### config.mk
export PLATFORM = sky130hd
export DESIGN_NAME = hazard_ctrl
export DESIGN_NICKNAME = d
export VERILOG_FILES = /design/src/rtl/hazard_ctrl.sv
export SDC_FILE = /design/constraint.sdc
export NUM_CORES = 1
export LEC_CHECK = 0
export CORE_MARGIN = 2
export CORE_UTILIZATION = 34
export CTS_BUF_LIST = sky130_fd_sc_hd__clkbuf_8
export CTS_CLUSTER_DIAMETER = 50
export DETAILED_ROUTE_END_ITERATION = 10
export HOLD_SLACK_MARGIN = 0.15
export PLACE_DENSITY_LB_ADDON = 0.1
export SKIP_CTS_REPAIR_TIMING = 1
export SLEW_MARGIN = 40
export SYNTH_ARGS = -nofsm -noshare
export SYNTH_HDL_FRONTEND = slang
export SYNTH_SLANG_ARGS = --single-unit
### constraint.sdc
create_clock -name clk -period 6.01 [get_ports clk]
set_input_delay 1.202 -clock clk [delete_from_list [all_inputs] [get_ports clk]]
set_output_delay 1.202 -clock clk [all_outputs]
set_load 0.01 [all_outputs]
### src/rtl/hazard_ctrl.sv
// Hazard detection and stall control for the 5-stage MIPS pipeline.
// Compares D against E/M by Tuse/Tnew and tracks the multi-cycle mult/div unit.
module hazard_ctrl (
    input  logic        clk,
    input  logic        reset,
    input  logic [31:0] D_IR,
    input  logic [31:0] E_IR,
    input  logic [31:0] M_IR,
    output logic        PC_en,
    output logic        FD_en,
    output logic        DE_reset,
    output logic        md_busy,
    output logic        stall
);

    localparam int unsigned CNT_W    = 4;
    localparam int unsigned MULT_CYC = 5;
    localparam int unsigned DIV_CYC  = 10;
    localparam logic [1:0]  T_NONE   = 2'd3;

    typedef enum logic [3:0] {
        C_NOP, C_CAL_R, C_CAL_I, C_LOAD, C_STORE, C_BR,
        C_JR, C_JAL, C_MD, C_MF, C_MT
    } iclass_t;

    function automatic iclass_t decode(input logic [31:0] ir);
        iclass_t c;
        c = C_NOP;
        case (ir[31:26])
            6'h00: begin
                case (ir[5:0])
                    6'h21, 6'h23:               c = C_CAL_R;
                    6'h08:                      c = C_JR;
                    6'h18, 6'h19, 6'h1a, 6'h1b: c = C_MD;
                    6'h10, 6'h12:               c = C_MF;
                    6'h11, 6'h13:               c = C_MT;
                    default:                    c = C_NOP;
                endcase
            end
            6'h0d, 6'h0f: c = C_CAL_I;
            6'h23:        c = C_LOAD;
            6'h2b:        c = C_STORE;
            6'h04:        c = C_BR;
            6'h03:        c = C_JAL;
            default:      c = C_NOP;
        endcase
        return c;
    endfunction

    function automatic logic [4:0] dest(input logic [31:0] ir);
        logic [4:0] r;
        r = 5'd0;
        case (decode(ir))
            C_CAL_R, C_MF:  r = ir[15:11];
            C_CAL_I, C_LOAD: r = ir[20:16];
            C_JAL:          r = 5'd31;
            default:        r = 5'd0;
        endcase
        return r;
    endfunction

    // T_NONE (3) exceeds every Tnew, so an unused source can never stall.
    function automatic logic [1:0] tuse_rs_of(input iclass_t c);
        logic [1:0] t;
        t = T_NONE;
        case (c)
            C_BR, C_JR: t = 2'd0;
            C_CAL_R, C_CAL_I, C_LOAD, C_STORE, C_MD, C_MT: t = 2'd1;
            default: t = T_NONE;
        endcase
        return t;
    endfunction

    function automatic logic [1:0] tuse_rt_of(input iclass_t c);
        logic [1:0] t;
        t = T_NONE;
        case (c)
            C_BR:          t = 2'd0;
            C_CAL_R, C_MD: t = 2'd1;
            C_STORE:       t = 2'd2;
            default:       t = T_NONE;
        endcase
        return t;
    endfunction

    function automatic logic [1:0] tnew_e_of(input iclass_t c);
        logic [1:0] t;
        t = 2'd0;
        case (c)
            C_LOAD:                t = 2'd2;
            C_CAL_R, C_CAL_I, C_MF: t = 2'd1;
            default:               t = 2'd0;
        endcase
        return t;
    endfunction

    function automatic logic [1:0] tnew_m_of(input iclass_t c);
        return (c == C_LOAD) ? 2'd1 : 2'd0;
    endfunction

    logic [CNT_W-1:0] cnt;
    logic [CNT_W-1:0] cnt_next;
    iclass_t          d_cls;
    iclass_t          e_cls;
    logic [4:0]       d_rs;
    logic [4:0]       d_rt;
    logic [4:0]       e_dst;
    logic [4:0]       m_dst;
    logic [1:0]       tuse_rs;
    logic [1:0]       tuse_rt;
    logic [1:0]       e_tnew;
    logic [1:0]       m_tnew;
    logic             e_hit;
    logic             m_hit;
    logic             md_stall;

    // Busy counter: last md start in E wins, otherwise count down to zero.
    always_comb begin
        cnt_next = cnt;
        if (decode(E_IR) == C_MD) begin
            cnt_next = (E_IR[1]) ? CNT_W'(DIV_CYC) : CNT_W'(MULT_CYC);
        end else if (cnt != '0) begin
            cnt_next = cnt - CNT_W'(1);
        end
    end

    always_ff @(posedge clk) begin
        if (reset) begin
            cnt <= '0;
        end else begin
            cnt <= cnt_next;
        end
    end

    always_comb begin
        d_cls    = decode(D_IR);
        e_cls    = decode(E_IR);
        d_rs     = D_IR[25:21];
        d_rt     = D_IR[20:16];
        e_dst    = dest(E_IR);
        m_dst    = dest(M_IR);
        tuse_rs  = tuse_rs_of(d_cls);
        tuse_rt  = tuse_rt_of(d_cls);
        e_tnew   = tnew_e_of(e_cls);
        m_tnew   = tnew_m_of(decode(M_IR));
        md_busy  = (cnt != '0);
        e_hit    = (e_dst != 5'd0) &&
                   (((e_dst == d_rs) && (tuse_rs < e_tnew)) ||
                    ((e_dst == d_rt) && (tuse_rt < e_tnew)));
        m_hit    = (m_dst != 5'd0) &&
                   (((m_dst == d_rs) && (tuse_rs < m_tnew)) ||
                    ((m_dst == d_rt) && (tuse_rt < m_tnew)));
        md_stall = ((d_cls == C_MD) || (d_cls == C_MF) || (d_cls == C_MT)) &&
                   ((e_cls == C_MD) || md_busy);
        stall    = e_hit || m_hit || md_stall;
        PC_en    = ~stall;
        FD_en    = ~stall;
        DE_reset = stall;
    end

endmodule

==> results of run 1 <==
## final timing paths
path	startpoint	end	slack (ns)	cells after the start
min reg2reg	cnt[0]	cnt[0]	0.61	3
max	D_IR[27]	stall	0.31	15
min	cnt[0]	cnt[0]	0.61	3
max reg2reg	cnt[0]	cnt[1]	4.73	7
## kinds of logic after synthesis
kind of cell	share of synthesized area, %
AND/OR/NAND/NOR	33.74
AO/OA/AOI/OAI	30.82
XOR/XNOR	13.35
buffers and inverters	5.120
adder cells (fa/ha/maj)	8.032
flip-flops	6.426
multiplexers	2.510
## layout by cell type, fill, tap and decap left out, types with 3 or more instances in the layout
master and count:
sky130_fd_sc_hd__nand3_1 4, sky130_fd_sc_hd__a221oi_1 5, sky130_fd_sc_hd__nor2_1 11, sky130_fd_sc_hd__nand3b_1 4, sky130_fd_sc_hd__nor3b_1 3, sky130_fd_sc_hd__o21ai_0 5
sky130_fd_sc_hd__a221o_2 4, sky130_fd_sc_hd__nor3_1 4, sky130_fd_sc_hd__nor4_1 5, sky130_fd_sc_hd__inv_1 12, sky130_fd_sc_hd__nand2b_1 5, sky130_fd_sc_hd__dfxtp_1 4
sky130_fd_sc_hd__buf_4 14, sky130_fd_sc_hd__nand2_1 5, sky130_fd_sc_hd__a21oi_1 10, sky130_fd_sc_hd__xor2_1 10, sky130_fd_sc_hd__a221o_1 3, sky130_fd_sc_hd__clkdlybuf4s50_1 67
sky130_fd_sc_hd__dlymetal6s2s_1 4, sky130_fd_sc_hd__a211oi_1 3, sky130_fd_sc_hd__or4_1 5, sky130_fd_sc_hd__xnor2_1 9, sky130_fd_sc_hd__ha_1 8, sky130_fd_sc_hd__clkbuf_8 3
## synthesized netlist by cell type (3+ instances only)
| library cell | count |
|---|---|
| sky130_fd_sc_hd__a21oi_1 | 10 |
| sky130_fd_sc_hd__nor3b_1 | 3 |
| sky130_fd_sc_hd__xnor2_1 | 9 |
| sky130_fd_sc_hd__a221oi_1 | 5 |
| sky130_fd_sc_hd__inv_1 | 12 |
| sky130_fd_sc_hd__o21ai_0 | 5 |
| sky130_fd_sc_hd__dfxtp_1 | 4 |
| sky130_fd_sc_hd__a221o_2 | 4 |
| sky130_fd_sc_hd__nand3b_1 | 4 |
| sky130_fd_sc_hd__nand3_1 | 4 |
| sky130_fd_sc_hd__ha_1 | 8 |
| sky130_fd_sc_hd__nor2_1 | 12 |
| sky130_fd_sc_hd__nand2_1 | 5 |
| sky130_fd_sc_hd__a221o_1 | 3 |
| sky130_fd_sc_hd__nand2b_1 | 5 |
| sky130_fd_sc_hd__nor4_1 | 5 |
| sky130_fd_sc_hd__nor3_1 | 4 |
| sky130_fd_sc_hd__or4_1 | 5 |
| sky130_fd_sc_hd__a211oi_1 | 3 |
| sky130_fd_sc_hd__xor2_1 | 10 |
## through the flow
step,power (W),TNS (ns),instances
floorplan,0.0001323,0,162
global route,0.0002975,0,293
global placement,0.0002069,-0.1097,290
CTS,0.0002764,-0.2305,293
detailed placement,0.0002164,-0.2302,290
finish,0.0002760,0,293
## routing by layer
metal | GRT usage [%] | up-vias
met5 | 0 | -
met4 | 4.787 | 0
met3 | 1.389 | 4
met2 | 34.51 | 43
met1 | 19.98 | 729
li1 | - | 804
## final cells by class
type / instances / area, um^2 / share of cell area (%)
clock buffers: 3 / 41.29 / 1.911
flip-flops and latches: 4 / 80.08 / 3.706
inverters: 12 / 45.04 / 2.085
repair buffers: 85 / 825.8 / 38.22
well taps: 46 / 57.56 / 2.664
multi-input cells: 143 / 1111 / 51.42
## worst reg2reg max path: stages (launching register included)
cell	delay, ns
sky130_fd_sc_hd__dfxtp_1	0.35
sky130_fd_sc_hd__inv_1	0.08
sky130_fd_sc_hd__ha_1	0.20
sky130_fd_sc_hd__and2_1	0.16
sky130_fd_sc_hd__inv_1	0.12
sky130_fd_sc_hd__nand2_1	0.07
sky130_fd_sc_hd__o211ai_1	0.09
sky130_fd_sc_hd__a21oi_1	0.09
## power by group through the flow
stage	Clock (W)	Combinational [W]	Sequential, W
2_1_floorplan	0	0.0000891	0.0000432
3_3_place_gp	0	0.000163	0.0000442
3_5_place_dp	0	0.000171	0.0000452
4_1_cts	0.0000593	0.000172	0.0000448
5_1_grt	0.0000611	0.000190	0.0000462
6_report	0.0000592	0.000172	0.0000451
==> parameters.txt, run 1 <==
Parameter                              Value

Status
  Outcome ... finished, final reports clean

Finish
  Number of diodes ... 0
  Post-route cell area ... 0.002161 mm^2
  Fraction of layout cells with a size suffix above 1 ... 14.17%
  Register containing the most flip-flops in the final layout ... cnt
  Area growth from synthesis to layout ... 73.39%
  Flip-flop count of the largest register after layout ... 4
  Post-route core utilization ... 63.26%
  Net count, final ... 355
  Top flop regs ... cnt: 4 flops
  Layout fillers ... 329

Power and ir drop
  Switching part of the total power ... 35.39%
  Power per standard cell area ... 127.7 mW/mm^2
  Combinational power share ... 62.2%
  Sw power ... 0.00009769 W
  P_int ... 0.0001783 W
  Worst-case vdd ir drop ... 0.00007123 V
  Sequential Power Share ... 16.4%
  Leakage ... 0.8464 nW
  Clock power frac ... 21.5%

Worst setup path
  CP Max Fanout ... 4
  Number of buffer and inverter stages on the critical path ... 2
  Cells along the critical path ... clkdlybuf4s50_1 > nor4_1 > nand2_1 > or2_2 > o31a_1 > ha_1 > mux2_2 > nor2_1 > a21oi_1 > ha_1 > a221o_1 > a21oi_1 > nand4_1 > o311ai_1 > dlymetal6s2s_1
  CP top delay family ... compound AO/OA/AOI/OAI gates
  Delay of the slowest cell on the worst path ... 0.43 ns
  Category of the critical setup timing path ... in2out
  Worst Path Arrival ... 4.50 ns
  WP data required ... 4.81 ns
  Highest-delay cell along the critical path ... sky130_fd_sc_hd__clkdlybuf4s50_1
  Worst Setup End Kind ... output pin
  Startpoint kind of the worst setup timing path ... input pin

Timing
  Setup slack after layout ... 0.3112 ns
  Final hold violation count ... 0
  Max Fclk ... 0.1755 GHz
  Worst Tran Pin Value ... 0.6834 ns
  Unrepaired setup endpoints after global routing ... no
  Count of endpoints failing setup in the final report ... 0
  Worst setup skew after layout ... 0.002988 ns
  Worst-case hold slack ... 0.6125 ns
  Final critical-path share of the clock period ... 94.82%
  Minimum clock period after layout ... 5.699 ns
  Max-slew violation count ... 0
  Worst max-slew margin expressed relative to the limit ... 53.26%

Global routing
  Gr usage total ... 17.54%
  Maximum number of pins on one net before global-route repair ... 11
  Global-route wire length before repair ... 5.996 mm
  Via count of the first global-routing pass ... 1478
  Antenna violations before repair ... 0
  Total congestion overflow ... 0

Die
  Row count ... 21
  Initial cell density of the core ... 36.48%
  Die Wd ... 64.54 um
  Core area ... 0.003416 mm^2
  # IOs ... 103
  Height of the chip ... 64.54 um
  Area of the die ... 0.004165 mm^2

Route
  Topmost layer with routed signal wires ... met4
  Average wire length per cell after detail routing ... 13.07 um
  Wire length on met1 ... 1.622 mm
  Total via count in the routed design ... 1580
  First-pass iteration count of the detailed router ... 4
  Met2 wire len ... 2.004 mm
  Via-to-Cell Ratio ... 5.392
  DR DRC count ... 0
  Count of routing violations after the opening detailed-route iteration ... 59
  Post-detailed-route count of antenna-violating nets ... 0
  Wire length reported by the detailed router ... 3.830 mm
  Met3 Wirelength ... 172 um

Yosys
  Yosys top cell area share ... 8.032%
  Post-synth ARST share ... 0%
  Top cell type by total area after synthesis ... sky130_fd_sc_hd__ha_1
  Most common flop cell mapped by yosys ... sky130_fd_sc_hd__dfxtp_1
  Dominant cells by area after synthesis ... sky130_fd_sc_hd__ha_1 8.0%, sky130_fd_sc_hd__xor2_1 7.0%, sky130_fd_sc_hd__dfxtp_1 6.4%, sky130_fd_sc_hd__xnor2_1 6.3%, sky130_fd_sc_hd__a21oi_1 4.0%
  Count of warnings emitted by yosys ... 0
  Gate Count Post-Synth ... 162
  Post-Syn Nets ... 268
  Share of synthesized area occupied by flip-flops and latches ... 6.426%
  Count of distinct cell types in the synthesized netlist ... 52
  Post-Syn Area per Cell ... 7.693 um^2
  Post-synthesis instance area ... 0.001246 mm^2
  Number of flops mapped to enable cells by yosys ... 0
  #FFs+latches synth ... 4

CTS
  Clock tree from TritonCTS ... yes
  Number of buffers created by CTS ... 3
  H-tree depth reported by CTS ... 1
  Number of buffers between clock root and the deepest sink ... 2
  Clock root buffer ... sky130_fd_sc_hd__clkbuf_8
  Skew-Pair Late Insertion Delay ... 0.22 ns
  Clock net sink count ... 4
  Register clock-pin slew on the reported worst setup and hold paths ... 0.03 ns

Placement
  Area of placed instances ... 0.002101 mm^2
  Half-perimeter wire length of the detailed placement result ... 3.336 mm
  Final GP Congestion ... 0.8040
  Port buffer count ... 71
  Dpl ws ... -0.1080 ns

Hold path
  Worst hold path class ... reg2reg

Job
  # Max-Cap Violations ... 0
Power figures use the tool's default switching activity.
==> inputs of run 2 (changes only) <==
Settings changed: RECOVER_POWER from default to 25.
==> run 2 against run 1 <==
  * Sequential share of layout area is the same
  * Cell area stayed put
  * Wire length barely moved
  * Count of clock-buffer cells in the layout did not move
  * Clock skew unchanged
  * Core utilization is the same
  * Largest cell class unchanged
  * Largest power group unchanged
  * Highest routed layer unchanged
==> parameters.txt, run 2 (synthesized netlist as in run 1, its figures left out) <==
Parameter                              Value

Status
  Outcome ... finished, final reports clean

Job
  # Max-Cap Violations ... 0 (unchanged)

Timing
  Worst setup skew after layout ... 0.002988 ns (unchanged)
  Max-slew violation count ... 0 (unchanged)
  Unrepaired setup endpoints after global routing ... no
  Worst max-slew margin expressed relative to the limit ... 53.26% (unchanged)
  Worst Tran Pin Value ... 0.6834 ns (unchanged)
  Max Fclk ... 0.1755 GHz (unchanged)
  Minimum clock period after layout ... 5.699 ns (unchanged)
  Count of endpoints failing setup in the final report ... 0 (unchanged)
  Final critical-path share of the clock period ... 94.82% (unchanged)
  Final hold violation count ... 0 (unchanged)

Finish
  Flip-flop count of the largest register after layout ... 4 (unchanged)
  Post-route cell area ... 0.002161 mm^2 (unchanged)
  Register containing the most flip-flops in the final layout ... cnt
  Top flop regs ... cnt: 4 flops
  Sequential cell area ... 80.08 um^2 (unchanged)
  Area growth from synthesis to layout ... 73.39% (unchanged)
  Most common cell after layout, fill and taps aside ... sky130_fd_sc_hd__clkdlybuf4s50_1
  Post-route core utilization ... 63.26% (unchanged)
  Layout fillers ... 329 (unchanged)
  Commonest cells after routing, fill and taps aside ... 65 x sky130_fd_sc_hd__clkdlybuf4s50_1, 14 x sky130_fd_sc_hd__buf_4, 12 x sky130_fd_sc_hd__inv_1
  Total area of multi-input combinational cells ... 0.001111 mm^2 (unchanged)
  Fraction of layout cells with a size suffix above 1 ... 14.17% (unchanged)
  Net count, final ... 355 (unchanged)
  Number of diodes ... 0 (unchanged)

Route
  Post-detailed-route count of antenna-violating nets ... 0 (unchanged)
  Wire length on met1 ... 1.621 mm (about the same)
  Count of routing violations after the opening detailed-route iteration ... 59 (unchanged)
  DR DRC count ... 0 (unchanged)
  Met2 wire len ... 2.004 mm (unchanged)
  Via-to-Cell Ratio ... 5.392 (unchanged)
  First-pass iteration count of the detailed router ... 4 (unchanged)
  Total via count in the routed design ... 1580 (unchanged)
  Wire length reported by the detailed router ... 3.829 mm (about the same)
  Average wire length per cell after detail routing ... 13.07 um (about the same)
  Met3 Wirelength ... 172 um (unchanged)
  Topmost layer with routed signal wires ... met4

Global routing
  Gr usage total ... 17.54% (unchanged)
  Via count of the first global-routing pass ... 1478 (unchanged)
  Global-route wire length before repair ... 5.996 mm (unchanged)
  Antenna violations before repair ... 0 (unchanged)
  Maximum number of pins on one net before global-route repair ... 11 (unchanged)
  Total congestion overflow ... 0 (unchanged)

Worst setup path
  WP data required ... 4.81 ns (about the same)
  Crit path from ... D_IR[27]
  Worst Setup End Kind ... output pin
  Worst Path Arrival ... 4.50 ns (about the same)
  Cell count of the worst reg-to-reg path ... 7 (unchanged)
  Startpoint kind of the worst setup timing path ... input pin
  CP Max Fanout ... 4 (unchanged)
  Worst reg2reg path startpoint ... cnt[0]
  Category of the critical setup timing path ... in2out

CTS
  H-tree depth reported by CTS ... 1 (unchanged)
  Number of buffers between clock root and the deepest sink ... 2 (unchanged)
  Skew-Pair Late Insertion Delay ... 0.22 ns (about the same)
  Number of buffers created by CTS ... 3 (unchanged)
  Register clock-pin slew on the reported worst setup and hold paths ... 0.03 ns (about the same)
  Clock root buffer ... sky130_fd_sc_hd__clkbuf_8
  Clock net sink count ... 4 (unchanged)
  Clock tree from TritonCTS ... yes

Die
  Area of the die ... 0.004165 mm^2 (unchanged)
  Initial cell density of the core ... 36.48% (unchanged)
  # IOs ... 103 (unchanged)
  Die Wd ... 64.54 um (unchanged)
  Height of the chip ... 64.54 um (unchanged)
  Core area ... 0.003416 mm^2 (unchanged)
  Row count ... 21 (unchanged)

Placement
  Area of placed instances ... 0.002101 mm^2 (unchanged)
  Half-perimeter wire length of the detailed placement result ... 3.336 mm (unchanged)
  Final GP Congestion ... 0.8040 (unchanged)
  Port buffer count ... 71 (unchanged)

Power and ir drop
  Power per standard cell area ... 126.8 mW/mm^2 (-0.72%)
  Worst-case vdd ir drop ... 0.00007001 V (-1.7%)
  Total Power Consumption ... 0.0002740 W (-0.72%)
  Leakage ... 0.8462 nW (about the same)

Hold path
  Worst hold path class ... reg2reg
  WHS Path Cells ... 3 (unchanged)
  Start point of the worst hold path ... cnt[0]
run 2: cell types whose count changed in the layout (fill, tap and decap cells not counted):
cell	delta
sky130_fd_sc_hd__clkdlybuf4s50_1	-2
sky130_fd_sc_hd__dlygate4sd3_1	+2
run 2: where the power goes:
group	internal [W]	switching [W]	total (W)	leakage (nW)
clock	0.0000429	0.0000163	0.0000592	0.0216
combinational	0.0000968	0.0000729	0.000170	0.791
sequential	0.0000369	0.00000828	0.0000451	0.0332
run 2: path summary, 6_finish.rpt:
kind	to	slack, ns
max	stall	0.31
min	cnt[0]	0.61
max reg2reg	cnt[1]	4.74
min reg2reg	cnt[0]	0.61
run 2: worst max-delay path, cell delays in order:
cell	delay, ns
sky130_fd_sc_hd__clkdlybuf4s50_1	0.43
sky130_fd_sc_hd__nor4_1	0.27
sky130_fd_sc_hd__nand2_1	0.10
sky130_fd_sc_hd__or2_2	0.32
sky130_fd_sc_hd__o31a_1	0.33
sky130_fd_sc_hd__ha_1	0.22
sky130_fd_sc_hd__mux2_2	0.26
sky130_fd_sc_hd__nor2_1	0.08
sky130_fd_sc_hd__a21oi_1	0.05
sky130_fd_sc_hd__ha_1	0.29
sky130_fd_sc_hd__a221o_1	0.35
sky130_fd_sc_hd__a21oi_1	0.11
sky130_fd_sc_hd__nand4_1	0.13
sky130_fd_sc_hd__o311ai_1	0.13
sky130_fd_sc_hd__dlymetal6s2s_1	0.21
run 2: routing by layer:
metal  global-route usage, %  vias to the layer above
li1                        -                      804
met1                   19.98                      729
met2                   34.51                       43
met3                   1.389                        4
met4                   4.787                        0
met5                       0                        -
run 2: stage by stage:
| stage | worst slack [ns] | cells | setup TNS, ns | hold slack, ns |
|---|---|---|---|---|
| 3_3_place_gp | -0.05549 | 290 | -0.1097 | 0.5741 |
| 6_report | 0.3112 | 293 | 0 | 0.6125 |
| 2_1_floorplan | 0.7275 | 162 | 0 | 0.5474 |
| 4_1_cts | -0.1071 | 293 | -0.2305 | 0.6105 |
| 5_1_grt | 0.1231 | 293 | 0 | 0.6577 |
| 3_5_place_dp | -0.1080 | 290 | -0.2302 | 0.5998 |
run 2: cell type report:
| type | count | share of cell area (%) |
|---|---|---|
| well taps | 46 | 2.664 |
| inverters | 12 | 2.085 |
| multi-input cells | 143 | 51.42 |
| clock buffers | 3 | 1.911 |
| repair buffers | 85 | 38.22 |
| flip-flops and latches | 4 | 3.706 |
